### src/rtl/seq_divider.sv
// rtl/seq_divider.sv - sequential restoring divider, one quotient bit per clock
//
// Purpose: unsigned DIVIDEND_W / DIVISOR_W division with a start/done handshake.
//   start is accepted only in IDLE. The divider then spends DIVIDEND_W cycles in BUSY
//   and one cycle in DONE, where done pulses and the registered results are valid.
//   quotient and remainder hold their values until the next DONE load.
// Optional feature macro: SEQ_DIV_DBZ_EN
//   Adds o_div_by_zero. A zero divisor skips BUSY and goes straight to DONE with
//   quotient = all ones and remainder = 0.
//   Without the macro, a zero divisor runs the normal iteration. That gives
//   quotient = all ones and remainder = dividend[DIVISOR_W-1:0].
// Ports:
//   i_clk          clock, rising edge
//   i_rst          synchronous active-high reset
//   i_start        operation request, sampled in IDLE only
//   i_dividend     unsigned dividend, latched on accept
//   i_divisor      unsigned divisor, latched on accept
//   o_quotient     registered quotient
//   o_remainder    registered remainder
//   o_busy         high while iterating
//   o_done         one-cycle result-valid pulse
//   o_div_by_zero  (SEQ_DIV_DBZ_EN only) set on a zero-divisor done, held until next done
module seq_divider #(
    parameter int DIVIDEND_W = 32,
    parameter int DIVISOR_W  = 16
) (
    input  logic                  i_clk,
    input  logic                  i_rst,
    input  logic                  i_start,
    input  logic [DIVIDEND_W-1:0] i_dividend,
    input  logic [DIVISOR_W-1:0]  i_divisor,
    output logic [DIVIDEND_W-1:0] o_quotient,
    output logic [DIVISOR_W-1:0]  o_remainder,
    output logic                  o_busy,
    output logic                  o_done
`ifdef SEQ_DIV_DBZ_EN
    ,
    output logic                  o_div_by_zero
`endif
);

    localparam int CNT_W = $clog2(DIVIDEND_W);
    localparam logic [CNT_W-1:0] CNT_LAST = CNT_W'(DIVIDEND_W - 1);

    localparam logic [1:0] S_IDLE = 2'd0;
    localparam logic [1:0] S_BUSY = 2'd1;
    localparam logic [1:0] S_DONE = 2'd2;

    logic [1:0]            r_state;
    logic [DIVIDEND_W-1:0] r_q;
    logic [DIVISOR_W-1:0]  r_rem;
    logic [DIVISOR_W-1:0]  r_divisor;
    logic [CNT_W-1:0]      r_cnt;
    logic [DIVIDEND_W-1:0] r_quot_out;
    logic [DIVISOR_W-1:0]  r_rem_out;
`ifdef SEQ_DIV_DBZ_EN
    logic                  r_dbz;
`endif

    logic [DIVISOR_W:0]    w_shift;
    logic                  w_ge;
    logic [DIVISOR_W-1:0]  w_sub;
    logic [DIVISOR_W-1:0]  w_rem_next;
    logic [DIVIDEND_W-1:0] w_q_next;

    // The shifted partial remainder needs one extra bit for the compare.
    // When the compare succeeds, the difference is below the divisor.
    // The subtraction can therefore be done at DIVISOR_W bits without losing anything.
    // With a zero divisor the top bit is simply dropped on the next shift.
    // That dropping is what leaves dividend[DIVISOR_W-1:0] as the remainder.
    assign w_shift    = {r_rem, r_q[DIVIDEND_W-1]};
    assign w_ge       = (w_shift >= {1'b0, r_divisor});
    assign w_sub      = w_shift[DIVISOR_W-1:0] - r_divisor;
    assign w_rem_next = w_ge ? w_sub : w_shift[DIVISOR_W-1:0];
    assign w_q_next   = {r_q[DIVIDEND_W-2:0], w_ge};

    always_ff @(posedge i_clk) begin
        if (i_rst) begin
            r_state    <= S_IDLE;
            r_q        <= '0;
            r_rem      <= '0;
            r_divisor  <= '0;
            r_cnt      <= '0;
            r_quot_out <= '0;
            r_rem_out  <= '0;
`ifdef SEQ_DIV_DBZ_EN
            r_dbz      <= 1'b0;
`endif
        end else begin
            case (r_state)
                S_IDLE: begin
                    if (i_start) begin
`ifdef SEQ_DIV_DBZ_EN
                        if (i_divisor == '0) begin
                            r_state    <= S_DONE;
                            r_quot_out <= '1;
                            r_rem_out  <= '0;
                            r_dbz      <= 1'b1;
                        end else
`endif
                        begin
                            r_state   <= S_BUSY;
                            r_q       <= i_dividend;
                            r_rem     <= '0;
                            r_divisor <= i_divisor;
                            r_cnt     <= '0;
                        end
                    end
                end
                S_BUSY: begin
                    r_q   <= w_q_next;
                    r_rem <= w_rem_next;
                    r_cnt <= r_cnt + CNT_W'(1);
                    if (r_cnt == CNT_LAST) begin
                        r_state    <= S_DONE;
                        r_quot_out <= w_q_next;
                        r_rem_out  <= w_rem_next;
`ifdef SEQ_DIV_DBZ_EN
                        r_dbz      <= 1'b0;
`endif
                    end
                end
                S_DONE:  r_state <= S_IDLE;
                default: r_state <= S_IDLE;
            endcase
        end
    end

    assign o_quotient  = r_quot_out;
    assign o_remainder = r_rem_out;
    assign o_busy      = (r_state == S_BUSY);
    assign o_done      = (r_state == S_DONE);
`ifdef SEQ_DIV_DBZ_EN
    assign o_div_by_zero = r_dbz;
`endif

endmodule

### config.mk
export PLATFORM = sky130hd
export DESIGN_NAME = seq_divider
export DESIGN_NICKNAME = d
export VERILOG_FILES = /design/src/rtl/seq_divider.sv
export SDC_FILE = /design/constraint.sdc
export NUM_CORES = 1
export LEC_CHECK = 0
export ABC_CLOCK_PERIOD_IN_PS = 2700
export BUFFER_PORTS_ARGS = -buffer_cell sky130_fd_sc_hd__buf_4
export CELL_PAD_IN_SITES_DETAIL_PLACEMENT = 1
export CELL_PAD_IN_SITES_GLOBAL_PLACEMENT = 1
export CORE_ASPECT_RATIO = 0.75
export CORE_MARGIN = 4
export CORE_UTILIZATION = 41
export DETAILED_ROUTE_END_ITERATION = 12
export HOLD_SLACK_MARGIN = 0.15
export PLACE_DENSITY_LB_ADDON = 0.1
export RECOVER_POWER = 50
export SLEW_MARGIN = 20
export SYNTH_ARGS = -nofsm -noshare
export SYNTH_HDL_FRONTEND = slang
export SYNTH_SLANG_ARGS = --single-unit
### constraint.sdc
create_clock -name i_clk -period 2.7 [get_ports i_clk]
set_input_delay 0.135 -clock i_clk [delete_from_list [all_inputs] [get_ports i_clk]]
set_output_delay 0.135 -clock i_clk [all_outputs]
set_load 0.02 [all_outputs]
-- Word level (Yosys, flattened, before mapping)
Index checks and enable logic that the tools add are counted.
- register bits after elaboration: 119
- output and inout port bits: 50
- word-level logic and storage cells: 31
- input bits: 51
- muxes and demuxes: 10
- reductions and logical operators: 6
- $add $sub $neg: 2
- $lt $le $gt $ge: 1
- eq/ne operators: 5
- operator list (operator ; count):
    32-bit one-hot mux with 2 select lines ; 1
    16-bit two-way mux ; 2
    32-bit two-way mux ; 1
    16-bit one-hot mux with 2 select lines ; 1
    17-bit by 16-bit >= comparator with 1-bit output ; 1
    16-bit subtractor ; 1
    5-bit one-hot mux with 2 select lines ; 1
    2-bit AND reduction ; 4
    5-bit by 1-bit adder with 5-bit output, second input constant ; 1
    5-bit == test, second input constant ; 1
    5-bit two-way mux ; 1
    2-bit two-way mux ; 2
    2-bit one-hot mux with 2 select lines ; 1
    2-bit by 1-bit == test with 1-bit output, second input constant ; 1
    2-bit == test, second input constant ; 1
    2-bit zero test ; 1
    2-bit by 1-bit != test with 1-bit output, second input constant ; 1
    2-bit != test, second input constant ; 1
    2-bit nonzero test ; 1

-- Logic depth before layout (Yosys ltp)
- word-level depth: 3
- gate-level depth with buffers: 10
- depth with buffers taken out: 10

-- Worst setup path after synthesis
No wires, ideal clock.
- kind: register to register
- start: register r_q[31]
- end: register r_rem_out[14] (netlist: o_remainder[14])
- arrival time: 2.241 ns
- setup slack: 0.337 ns
- library setup time: 0.122 ns
- buffers on the path: 0
- period minus slack after synthesis: 2.363 ns
- data required time: 2.578 ns
- cell stages (with the launch flop): 10
- path through: dfxtp_1 > inv_1 > ha_1 > inv_1 > fa_1 > a21o_1 > a221oi_2 > nor4_1 > o311a_1 > a311o_1
- word-level cells in the longest chain between the ends: 2
- elaborated cells between the ends (all ways): 3
- those cells by class: add/sub (1); order compare (1); mux (1)
- RTL lines (element ; RTL line ; RTL):
    start, declared ; 50 ; logic [DIVIDEND_W-1:0] r_q;
    start signal, assigned ; 103 ; r_q <= i_dividend;
    start signal, assigned ; 111 ; r_q <= w_q_next;
    16-bit subtractor / 17-bit by 16-bit >= comparator with 1-bit output (equally long branches) ; 73, 72 ;
    16-bit two-way mux (*) ; 74 ; assign w_rem_next = w_ge ? w_sub : w_shift[DIVISOR_W-1:0];
    end signal, assigned ; 117 ; r_rem_out <= w_rem_next;
    end, declared ; 55 ; logic [DIVISOR_W-1:0] r_rem_out;
Every way passes the cells marked *; elsewhere a longest branch is shown, timed or not.
A chain may end at the register's enable or synchronous reset.

-- Final worst setup path
- start: register r_divisor[6]
- end: register r_rem_out[6] (netlist: o_remainder[6])
- word-level cells in the longest chain between the ends: 2
- elaborated cells between the ends (all ways): 3
- those cells by class: add/sub (1); order compare (1); mux (1)
- RTL lines (element ; RTL line ; RTL):
    start, declared ; 52 ; logic [DIVISOR_W-1:0] r_divisor;
    start signal, assigned ; 105 ; r_divisor <= i_divisor;
    16-bit subtractor / 17-bit by 16-bit >= comparator with 1-bit output (equally long branches) ; 73, 72 ;
    16-bit two-way mux (*) ; 74 ;
Marked as above.

==> flow_summary_export.csv <==
group,metric,value,unit
status,outcome,"complete, no violations",
worst_setup_path,r2r_cells,9,
route,drtAntennaViolNets,0,
place,detailedPlacementHpwl,12540,um
global_route,gr-total-overflow,0,
die,die_h,109.3,um
logic_synthesis,ys_ff_latch,119,
timing,hold_viol,0,
logic_synthesis,synth_largest_type_area_fraction,42.48,%
timing,transition_time_at_the_pin_with_the_least_slew_margin,995.1,ps
clock_tree,cts_num_sinks,119,
power_and_ir_drop,fin_total_pwr,0.008372,W
clock_tree,max-clock-path-buffers,2,
worst_setup_path,timing.critical_path.fanout_max,13,
worst_setup_path,setup.worst_path.end_class,"flip-flop",
die,initial_core_util,42.49,%
logic_synthesis,synth-edff-count,0,
timing,worst_slack,99.95,ps
hold_path,hold_depth,2,
logic_synthesis,post_synth_main_area_contributors,"sky130_fd_sc_hd__dfxtp_1, sky130_fd_sc_hd__nand2_1, sky130_fd_sc_hd__a21oi_1",
route,wl_per_cell,18.54,um
worst_setup_path,worst_setup_path_startpoint,"r_divisor[6]$_SDFFE_PP0P_",
cells_and_area,antenna-diode-count,0,
worst_setup_path,worst-setup-path-type,"flip-flop to flip-flop",
clock_tree,htree_num_levels,4,
logic_synthesis,postSynthNetCount,784,
logic_synthesis,netlist_instances,714,
clock_tree,clk_latency,420,ps
die,ioPinCount,101,
worst_setup_path,timing.rr.end,"o_remainder[6]$_SDFFE_PP0P_",
cells_and_area,fin_nets,928,
die,std_cell_rows,36,
cells_and_area,drive_gt1_share,13.89,%
logic_synthesis,synth_seq_area_share,42.48,%
timing,final.period_utilization,96.30,%
worst_setup_path,cpPeakStageDelay,460,ps
die,die-width,143.0,um
timing,maxClockFrequency,384.6,MHz
logic_synthesis,post_synth.cell_area_avg,7.854,um2
worst_setup_path,path_cells,"inv_1 > ha_1 > o21ai_2 > a2111oi_4 > o21ai_2 > a21oi_4 > buf_12 > mux2i_1 > a211oi_1",
logic_synthesis,mappedNetlistArea,5608,um2
hold_path,holdCritStartpoint,"i_rst",
cells_and_area,num-fill-cells,1572,
cells_and_area,flow.area_growth_from_synthesis,34.14,%
global_route,first_global_vias,5938,
hold_path,worst_hold_path_type,"input port to flip-flop",
clock_tree,tritoncts.num_buffers,17,
hold_path,whs_endpoint,"r_divisor[1]$_SDFFE_PP0P_",
worst_setup_path,cell_mode_on_critical_path,"sky130_fd_sc_hd__o21ai_2",
logic_synthesis,yosysWarningCount,0,
timing,slew_headroom,33.43,%
logic_synthesis,asyncSetResetFlopFracSynth,0,%
global_route,grt_pass1_wl,31060,um
route,via_total_after_detailed_routing,5739,
route,finalWirelength,19320,um
worst_setup_path,startpoint_type,"flip-flop",
power_and_ir_drop,p_leak,2.956,nW
logic_synthesis,netlist.top_cell.by_area,"sky130_fd_sc_hd__dfxtp_1",
logic_synthesis,synth_cell_type_count,57,
clock_tree,cts_root_buffer,"sky130_fd_sc_hd__clkbuf_16",
route,drtIter0Drc,311,
worst_setup_path,regToRegStartpoint,"r_divisor[6]$_SDFFE_PP0P_",
logic_synthesis,most_used_flip_flop_cell_after_synthesis,"sky130_fd_sc_hd__dfxtp_1",
timing,setup-violations-final,0,
timing,timing.final.max_slew_violations,0,
die,design.core.area,13200,um2
worst_setup_path,cp_slowest_cell,"sky130_fd_sc_hd__ha_1",
place,buffer_ports.inserted,100,
job,drv_cap,0,
die,floorplan.die_area,15630,um2
power_and_ir_drop,power_density,1113,nW/um2
route,route.detailed.vias_per_inst,5.508,
worst_setup_path,worst_ep_required_time,2970,ps
place,gp_congestion,0.8961,
global_route,grt_start_max_net_pins,72,
logic_synthesis,ys_top_cells_by_count,"sky130_fd_sc_hd__nand2_1, sky130_fd_sc_hd__dfxtp_1, sky130_fd_sc_hd__a21oi_1",
global_route,antenna_found_initial,0,
worst_setup_path,rrSetupSlack,100,ps
place,pre_cts_slack,102.8,ps
clock_tree,clk_transition_reported_paths,60,ps
worst_setup_path,crit_arrival,2870,ps
clock_tree,cts_tree,"built",
power_and_ir_drop,maximum_vdd_drop,0.6726,mV
logic_synthesis,post-synth-top-count-cell,"sky130_fd_sc_hd__nand2_1",
route,dr.pass1.iters,4,
route,drc,0,
timing,finalWorstPathRequiredPeriod,2600,ps
global_route,global_route.usage.total,25.37,%
timing,finClkSkew,7.798,ps
-- where the power goes --
part           internal (W)  switching [W]  leakage, nW  total, W
Combinational       0.00171        0.00229         1.70   0.00400
Sequential          0.00191       0.000138        0.969   0.00205
Clock               0.00150       0.000822        0.288   0.00232
Total               0.00512        0.00325         2.96   0.00837
-- critical path, delay by kind of cell (launching register included) --
kind	cells	cell delay, ps
compound gates	5	1120
fa+ha+maj	1	460
flops	1	330
mux	1	300
buf+inv	2	250
-- layer usage --
metal  global-route usage [%]  vias up  wire length, um
met1                    35.28     2810             9440
met5                        0        -                0
li1                         -     2776                -
met3                    5.918       18              968
met2                    39.91      135             8749
met4                    6.309        0              162
-- cell type report --
class	instances	area [um2]	area share, %
clock buffer	24	471.7	6.271
sequential	119	2382	31.67
clock inverter	8	121.4	1.613
tap	171	214.0	2.844
multi-input combinational	521	2972	39.50
inverter	23	86.33	1.148
timing repair buffer	176	1275	16.95
-- state kept, by name (all words and copies together) (netlist names) --
signal / count
o_quotient: 32
r_q: 32
o_remainder: 16
r_divisor: 16
r_rem: 16
r_cnt: 5
r_state: 2
-- repair_timing --
action | CTS | global route
resized for setup | 0 | 8
endpoints found under the setup margin | 0 | 26
hold buffers | 51 | 0
setup buffers | 0 | 0
endpoints found under the hold margin | 48 | 0
-- through the flow --
step           instance area, um2  hold slack (ps)  std cells  util, %  TNS [ps]
4_1_cts                      7671            150.4       1042    58.12         0
6_report                     7522            166.6       1042    57.00         0
5_1_grt                      7522            166.5       1042    57.00    -30.90
3_5_place_dp                 6568            393.7        959    49.76         0
2_1_floorplan                5608            271.0        714        -         0
3_3_place_gp                 6568            382.1        959    49.76         0
-- cells by family after synthesis --
kind of cell	count (synthesis)	share of synthesized area, %
compound gates	186	22.51
xor+xnor	8	1.249
fa+ha+maj	19	4.373
buf+inv	74	5.332
flops	119	42.48
mux	11	1.963
simple gates	297	22.09
-- cells in the final DEF (no fill, tap or decap), types with 6 or more instances in the layout --
master                          count
sky130_fd_sc_hd__a211oi_1          13
sky130_fd_sc_hd__dfxtp_1          119
sky130_fd_sc_hd__o21ai_0            9
sky130_fd_sc_hd__o21ai_1           16
sky130_fd_sc_hd__a21oi_1           67
sky130_fd_sc_hd__nand2_1          187
sky130_fd_sc_hd__buf_4             74
sky130_fd_sc_hd__xnor2_1            6
sky130_fd_sc_hd__mux2i_1           11
sky130_fd_sc_hd__inv_1             23
sky130_fd_sc_hd__clkbuf_1          54
sky130_fd_sc_hd__ha_1              17
sky130_fd_sc_hd__dlygate4sd3_1     51
sky130_fd_sc_hd__a21o_1             6
sky130_fd_sc_hd__clkbuf_16         17
sky130_fd_sc_hd__nor3_1             6
sky130_fd_sc_hd__nor2_1            63
sky130_fd_sc_hd__a311oi_1          33
-- worst max path at each step --
stage,end,slack (ps)
finish,o_remainder[6]$_SDFFE_PP0P_,100
detailed placement,o_remainder[15]$_SDFFE_PP0P_,100
global route,o_remainder[6]$_SDFFE_PP0P_,-20
floorplan,o_remainder[14]$_SDFFE_PP0P_,340
global placement,o_remainder[15]$_SDFFE_PP0P_,50
CTS,o_remainder[6]$_SDFFE_PP0P_,50
Power figures use the tool's default switching activity.
